--- src/rtl/sy_pkg.sv ---
// sy_pkg: D$ geometry defaults and the flush controller state encoding.
package sy_pkg;
  localparam int DC_SETS       = 64;
  localparam int DC_WAYS       = 4;
  localparam int DC_LINE_BYTES = 64;
  localparam int PAWTH         = 56;

  typedef enum logic [3:0] {
    IDLE,
    DRAIN,
    META_RD,
    META_CHK,
    EVICT,
    WB_WAIT,
    INVAL,
    ACK,
    WAIT_LOW
  } flush_fsm_e;
endpackage

--- src/rtl/sy_dcache_flush_ctrl.sv ---
// sy_dcache_flush_ctrl: walks every D$ set/way on a flush request, writing back dirty lines and invalidating valid ones.
module sy_dcache_flush_ctrl #(
  parameter int SETS       = sy_pkg::DC_SETS,
  parameter int WAYS       = sy_pkg::DC_WAYS,
  parameter int LINE_BYTES = sy_pkg::DC_LINE_BYTES,
  parameter int PAWTH      = sy_pkg::PAWTH,
  parameter int TAG_W      = PAWTH - $clog2(SETS) - $clog2(LINE_BYTES),
  localparam int SW        = $clog2(SETS),
  localparam int WW        = (WAYS > 1) ? $clog2(WAYS) : 1,
  localparam int OB        = $clog2(LINE_BYTES)
) (
  input  logic             clk_i,
  input  logic             rst_i,
  input  logic             ppl_dcache_flush_i,
  output logic             ppl_dcache_flush_ack_o,
  output logic             flush_busy_o,
  input  logic             cache_idle_i,
  output logic             meta_rd_o,
  output logic             meta_we_o,
  output logic [SW-1:0]    meta_set_o,
  output logic [WW-1:0]    meta_way_o,
  input  logic             meta_valid_i,
  input  logic             meta_dirty_i,
  input  logic [TAG_W-1:0] meta_tag_i,
  output logic             evict_req_o,
  output logic [PAWTH-1:0] evict_addr_o,
  output logic [SW-1:0]    evict_set_o,
  output logic [WW-1:0]    evict_way_o,
  input  logic             evict_gnt_i,
  input  logic             evict_done_i
);
  import sy_pkg::*;

  flush_fsm_e       state, state_n;
  logic [SW-1:0]    set_q, set_n, eset_q;
  logic [WW-1:0]    way_q, way_n, eway_q;
  logic [TAG_W-1:0] tag_q;
  logic             latch, step, last_way, last_set;

  assign last_way = way_q == WW'(WAYS - 1);
  assign last_set = set_q == SW'(SETS - 1);

  always_ff @(posedge clk_i or negedge rst_i) begin
    if (!rst_i) begin
      state  <= IDLE;
      set_q  <= '0;
      way_q  <= '0;
      tag_q  <= '0;
      eset_q <= '0;
      eway_q <= '0;
    end else begin
      state <= state_n;
      set_q <= set_n;
      way_q <= way_n;
      if (latch) begin
        tag_q  <= meta_tag_i;
        eset_q <= set_q;
        eway_q <= way_q;
      end
    end
  end

  // step is the zero-cycle advance to the next line, taken from META_CHK or INVAL
  always_comb begin
    state_n = state;
    set_n   = set_q;
    way_n   = way_q;
    latch   = 1'b0;
    step    = 1'b0;
    case (state)
      IDLE:     state_n = ppl_dcache_flush_i ? DRAIN : IDLE;
      DRAIN:    state_n = cache_idle_i ? META_RD : DRAIN;
      META_RD:  state_n = META_CHK;
      META_CHK: begin
        step    = !meta_valid_i;
        latch   = meta_valid_i && meta_dirty_i;
        state_n = meta_dirty_i ? EVICT : INVAL;
      end
      EVICT:    state_n = !evict_gnt_i ? EVICT : evict_done_i ? INVAL : WB_WAIT;
      WB_WAIT:  state_n = evict_done_i ? INVAL : WB_WAIT;
      INVAL:    step = 1'b1;
      ACK: begin
        state_n = WAIT_LOW;
        set_n   = '0;
        way_n   = '0;
      end
      WAIT_LOW: state_n = ppl_dcache_flush_i ? WAIT_LOW : IDLE;
      default:  state_n = IDLE;
    endcase
    if (step) begin
      way_n   = last_way ? '0 : way_q + WW'(1);
      set_n   = last_way ? set_q + SW'(1) : set_q;
      state_n = (last_way && last_set) ? ACK : META_RD;
    end
  end

  assign flush_busy_o           = !(state inside {IDLE, WAIT_LOW});
  assign ppl_dcache_flush_ack_o = state == ACK;
  assign meta_rd_o              = state == META_RD;
  assign meta_we_o              = state == INVAL;
  assign meta_set_o             = set_q;
  assign meta_way_o             = way_q;
  assign evict_req_o            = state == EVICT;
  assign evict_addr_o           = {tag_q, eset_q, {OB{1'b0}}};
  assign evict_set_o            = eset_q;
  assign evict_way_o            = eway_q;
endmodule

--- config.mk ---
export PLATFORM = sky130hd
export DESIGN_NAME = sy_dcache_flush_ctrl
export DESIGN_NICKNAME = d
export VERILOG_FILES = /design/src/rtl/sy_pkg.sv /design/src/rtl/sy_dcache_flush_ctrl.sv
export SDC_FILE = /design/constraint.sdc
export NUM_CORES = 1
export LEC_CHECK = 0
export CORE_UTILIZATION = 45
export DETAILED_ROUTE_END_ITERATION = 10
export GPL_TIMING_DRIVEN = 0
export PLACE_DENSITY = 0.86
export SYNTH_ARGS = -nofsm -noshare
export SYNTH_HDL_FRONTEND = slang
export SYNTH_SLANG_ARGS = --single-unit
--- constraint.sdc ---
create_clock -name clk_i -period 4.15 [get_ports clk_i]
set_input_delay 0.83 -clock clk_i [delete_from_list [all_inputs] [get_ports clk_i]]
set_output_delay 0.83 -clock clk_i [all_outputs]
set_load 0.1 [all_outputs]
* Yosys cells after proc, flatten, opt, wreduce, memory -nomap -nowiden
Cells that the tools add are included.
Word-level totals: flip-flop bits (word level) 64, bits in latches 0, memory bits (writable) 0, bits in read-only memories 0, bits of input ports 52, output and inout bits 77, logic and storage cells 45, memories 0
Operators by class: $add $sub $neg 2, multiply operators 0, div/mod/pow operators 0, order comparisons 0, equal/unequal tests 12, shifts and indexed selects 0, mux-type cells 17, bitwise operators 0, reduce and logical (&&, ||, !) cells 8
Operators by type and width (number):
- case mux 4 bit (9 select lines) | 1
- two-way mux 6 bit | 3
- == test 4 x 3 -> 1 bit, second input constant | 4
- two-way mux 2 bit | 6
- two-way mux 4 bit | 3
- == test 4 x 2 -> 1 bit, second input constant | 2
- adder 6 x 1 -> 6 bit, second input constant | 1
- == test 6 bit, second input constant | 1
- == test 4 x 1 -> 1 bit, second input constant | 1
- == test 4 bit, second input constant | 1
- logical NOT 4 bit | 1
- inequality test 2 x 1 -> 1 bit, second input constant | 2
- nonzero test 2 bit | 2
- two-way mux 3 bit | 1
- adder 2 x 1 -> 2 bit, second input constant | 1
- == test 2 bit, second input constant | 1
- logical AND 1 bit | 2
- logical NOT 1 bit | 2
- two-way mux 1 bit | 2
- case mux 1 bit (2 select lines) | 1
- AND reduction 2 bit | 1

* Longest topological paths before layout
depth in word-level cells 4, depth in mapped cells 5

* Worst setup path after synthesis
No wires, ideal clock.
path type reg2out, start reg state[0], end out meta_rd_o, arrival time 2.781 ns, path slack 0.539 ns, cell stages (with the launch flop) 4, cell sequence dfrtp_1 clkbuf_1 nand2b_1 nor3_1
On the way: longest elaborated chain between the ends 1
Ends and longest elaborated chain:
- from (decl) | RTL line sy_dcache_flush_ctrl.sv:34 | flush_fsm_e state, state_n;
- from (signal assigned) | RTL line sy_dcache_flush_ctrl.sv:52 | state <= state_n;
- == test 4 x 2 -> 1 bit | RTL line sy_dcache_flush_ctrl.sv:99 | assign meta_rd_o = state == META_RD;
- to (decl) | RTL line sy_dcache_flush_ctrl.sv:18 | output logic meta_rd_o,
No other way between the ends.

* Worst setup path in the final report
start reg state[2], end out ppl_dcache_flush_ack_o
On the way: longest elaborated chain between the ends 1
Ends and longest elaborated chain:
- == test 4 x 3 -> 1 bit | RTL line sy_dcache_flush_ctrl.sv:98 | assign ppl_dcache_flush_ack_o = state == ACK;
- to (decl) | RTL line sy_dcache_flush_ctrl.sv:15 | output logic ppl_dcache_flush_ack_o,
No other way between the ends.

==> qor.yml <==
outcome:
  status: "finished clean"
layout:
  syn_to_final_growth_pct: 52.5
  antenna_cells: 0
  final_cell_area_mm2: 0.00437
  nNetsFinal: 406
  final_common_cell: "clkdlybuf4s50_1"
  nFillCells: 447
  final_util_pct: 72.5
  drive_gt1_share_pct: 25.8
  most-common-layout-cells: "clkdlybuf4s50_1, dfrtp_1, mux2_2"
logic_synthesis:
  synth_ff_type: "dfrtp_1"
  syn_avg_cell_area_um2: 13.4
  ys_seq_area_share_pct: 55.9
  synth_seq_cells: 64
  synth_top_cell_area_share_pct: 55.9
  ys.warnings.count: 0
  synth.area.top_cells: "dfrtp_1, mux2_2, buf_4"
  synth_edf_count: 0
  ys_types: 38
  async_reset_ff_share_pct: 100
  synth_cells: 214
  syn_area_mm2: 0.00287
  yosysTopAreaCell: "dfrtp_1"
sta:
  slew_viol_final: 0
  fin_hold_ws_ns: 0.502
  finalSetupViolations: 0
  slew_headroom_pct: 30.7
  fin_crit_ns: 3.44
  setup_tns_ns: 0
  hold_viol_final: 0
  rsz0062_at_grt: "false"
  fmax_mhz: 290
  period_share_pct: 83.0
  worst_pin_slew_ns: 1.04
  fin_skew_ns: 0.00645
setup_path:
  crit_chain: "buf_2, nand4b_1, inv_1, clkdlybuf4s50_1"
  crit_path_end_kind: "primary output"
  cp_max_fo: 10
  cpMaxStageDelayCell: "clkdlybuf4s50_1"
  regToRegEndpoint: "tag_q[24]"
  cp-start-kind: "flip-flop"
  cp.required_ns: 3.32
  cp.arrival_ns: 2.61
  timing.rr.start: "state[2]"
  regToRegSetupSlack_ns: 2.43
  reg2reg_depth: 5
  max_stage_delay_ns: 1.16
  path_class: "flip-flop to primary output"
global_routing:
  grtUsageMet1_pct: 24.5
  grt.busiest_layer: "met2"
  grt_max_degree: 65
  grt_usage_pct: 21.5
  antenna_found_initial: 0
  grt_pass1_wl_mm: 10.6
  grt_use_met2_pct: 36.4
  grt_pass1_vias: 2212
  grt_overflow: 0
  met3_usage_pct: 7.44
detailed_routing:
  drt_iter0_drc: 118
  routedWlPerCell_um: 15.3
  vias: 2200
  ant_nets: 0
  via_per_inst: 5.10
  drt_first_pass_iters: 4
  drc: 0
  routed_wl_mm: 6.61
cts:
  cts_tree: "yes"
  postCtsHoldBufs: 0
  insertion_delay_ns: 0.32
  clock_sinks: 64
  post_cts_buffers: 0
  clk_path_buf_depth: 2
  path_clk_slew_ns: 0.07
  cts_made_buffers: 9
  cts_root_buf: "clkbuf_8"
  cts.repair.resized: 0
  htreeDepth: 3
flow_run:
  maxCapViolCount: 0
place:
  gp_congestion: 0.778
  post-dp-hpwl_mm: 4.95
  io_buffers: 122
  postPlaceCellArea_mm2: 0.00420
min_path:
  whs_endpoint: "evict_way_o[0]"
  worst_hold_path.num_cells: 1
  hold_class: "flip-flop to flip-flop"
  hp-start: "evict_way_o[0]"
floorplan:
  core_mm2: 0.00603
  die_w_um: 81.8
  io_pins: 129
  rows: 28
  dieHeight_um: 81.8
  initial_core_util_pct: 47.5
  die_area_mm2: 0.00669
## metal layers
| layer | vias up | wire length, um |
|---|---|---|
| li1 | 1015 | - |
| met1 | 1078 | 2460 |
| met2 | 97 | 3470 |
| met3 | 10 | 543 |
| met4 | 0 | 137 |
| met5 | - | 0 |
## synthesized netlist by cell type, types with 2 or more instances
master	number
dfrtp_1	64
mux2_2	52
buf_4	13
nand2_1	11
buf_2	7
mux2i_1	7
nand2b_1	6
inv_1	5
nand3_1	4
o21ai_0	4
nor2_1	3
nor2b_1	3
a2111oi_4	2
a21oi_1	2
and3b_1	2
clkbuf_1	2
ha_1	2
nand4b_1	2
nor3_1	2
o211ai_1	2
or3_1	2
## worst max-delay path: cells and delay by family (launching register included)
kind / cells / cell delay [ns]
and+or+nand+nor: 1 / 0.39
DFF: 1 / 0.38
buffers and inverters: 3 / 1.51
## per-stage QoR
step,instances,setup slack [ns]
global route,431,0.537
CTS,431,0.668
detailed placement,416,1.04
floorplan,219,0.539
finish,431,0.705
global placement,416,0.148
## cell families after synthesis
group	Yosys count	share of synthesized area, %
other	1	0.131
muxes	59	22.9
buffers and inverters	27	5.55
AOI/OAI and AO/OA	20	6.64
DFF	64	55.9
adders and majority gates	2	0.873
and+or+nand+nor	41	8.04
## registers in the layout, summed over array words and instances, names as in the netlist
register	flops
meta_way_o	2
state	4
evict_set_o	6
evict_way_o	2
tag_q	44
meta_set_o	6
## worst max path at each step
stage | start | to | slack [ns] | cells after the start
floorplan | state[0] | meta_rd_o | 0.54 | 3
global placement | rst_i | tag_q[6] | 0.15 | 1
detailed placement | state[2] | ppl_dcache_flush_ack_o | 1.04 | 4
CTS | state[2] | ppl_dcache_flush_ack_o | 0.67 | 4
global route | state[2] | ppl_dcache_flush_ack_o | 0.54 | 4
finish | state[2] | ppl_dcache_flush_ack_o | 0.71 | 4
## area by class of cell
cell class	instances	area (um^2)	share of cell area, %
multi-input combinational	128	1120	25.7
clock inverter	3	17.5	0.401
buffer	22	140	3.21
sequential	64	1600	36.7
tap	75	93.8	2.15
timing repair buffer	122	1220	27.9
inverter	5	18.8	0.430
clock buffer	12	155	3.55
Power is not shown: default switching activity piles up to over one toggle a cycle in this logic, so the estimate is an artifact.
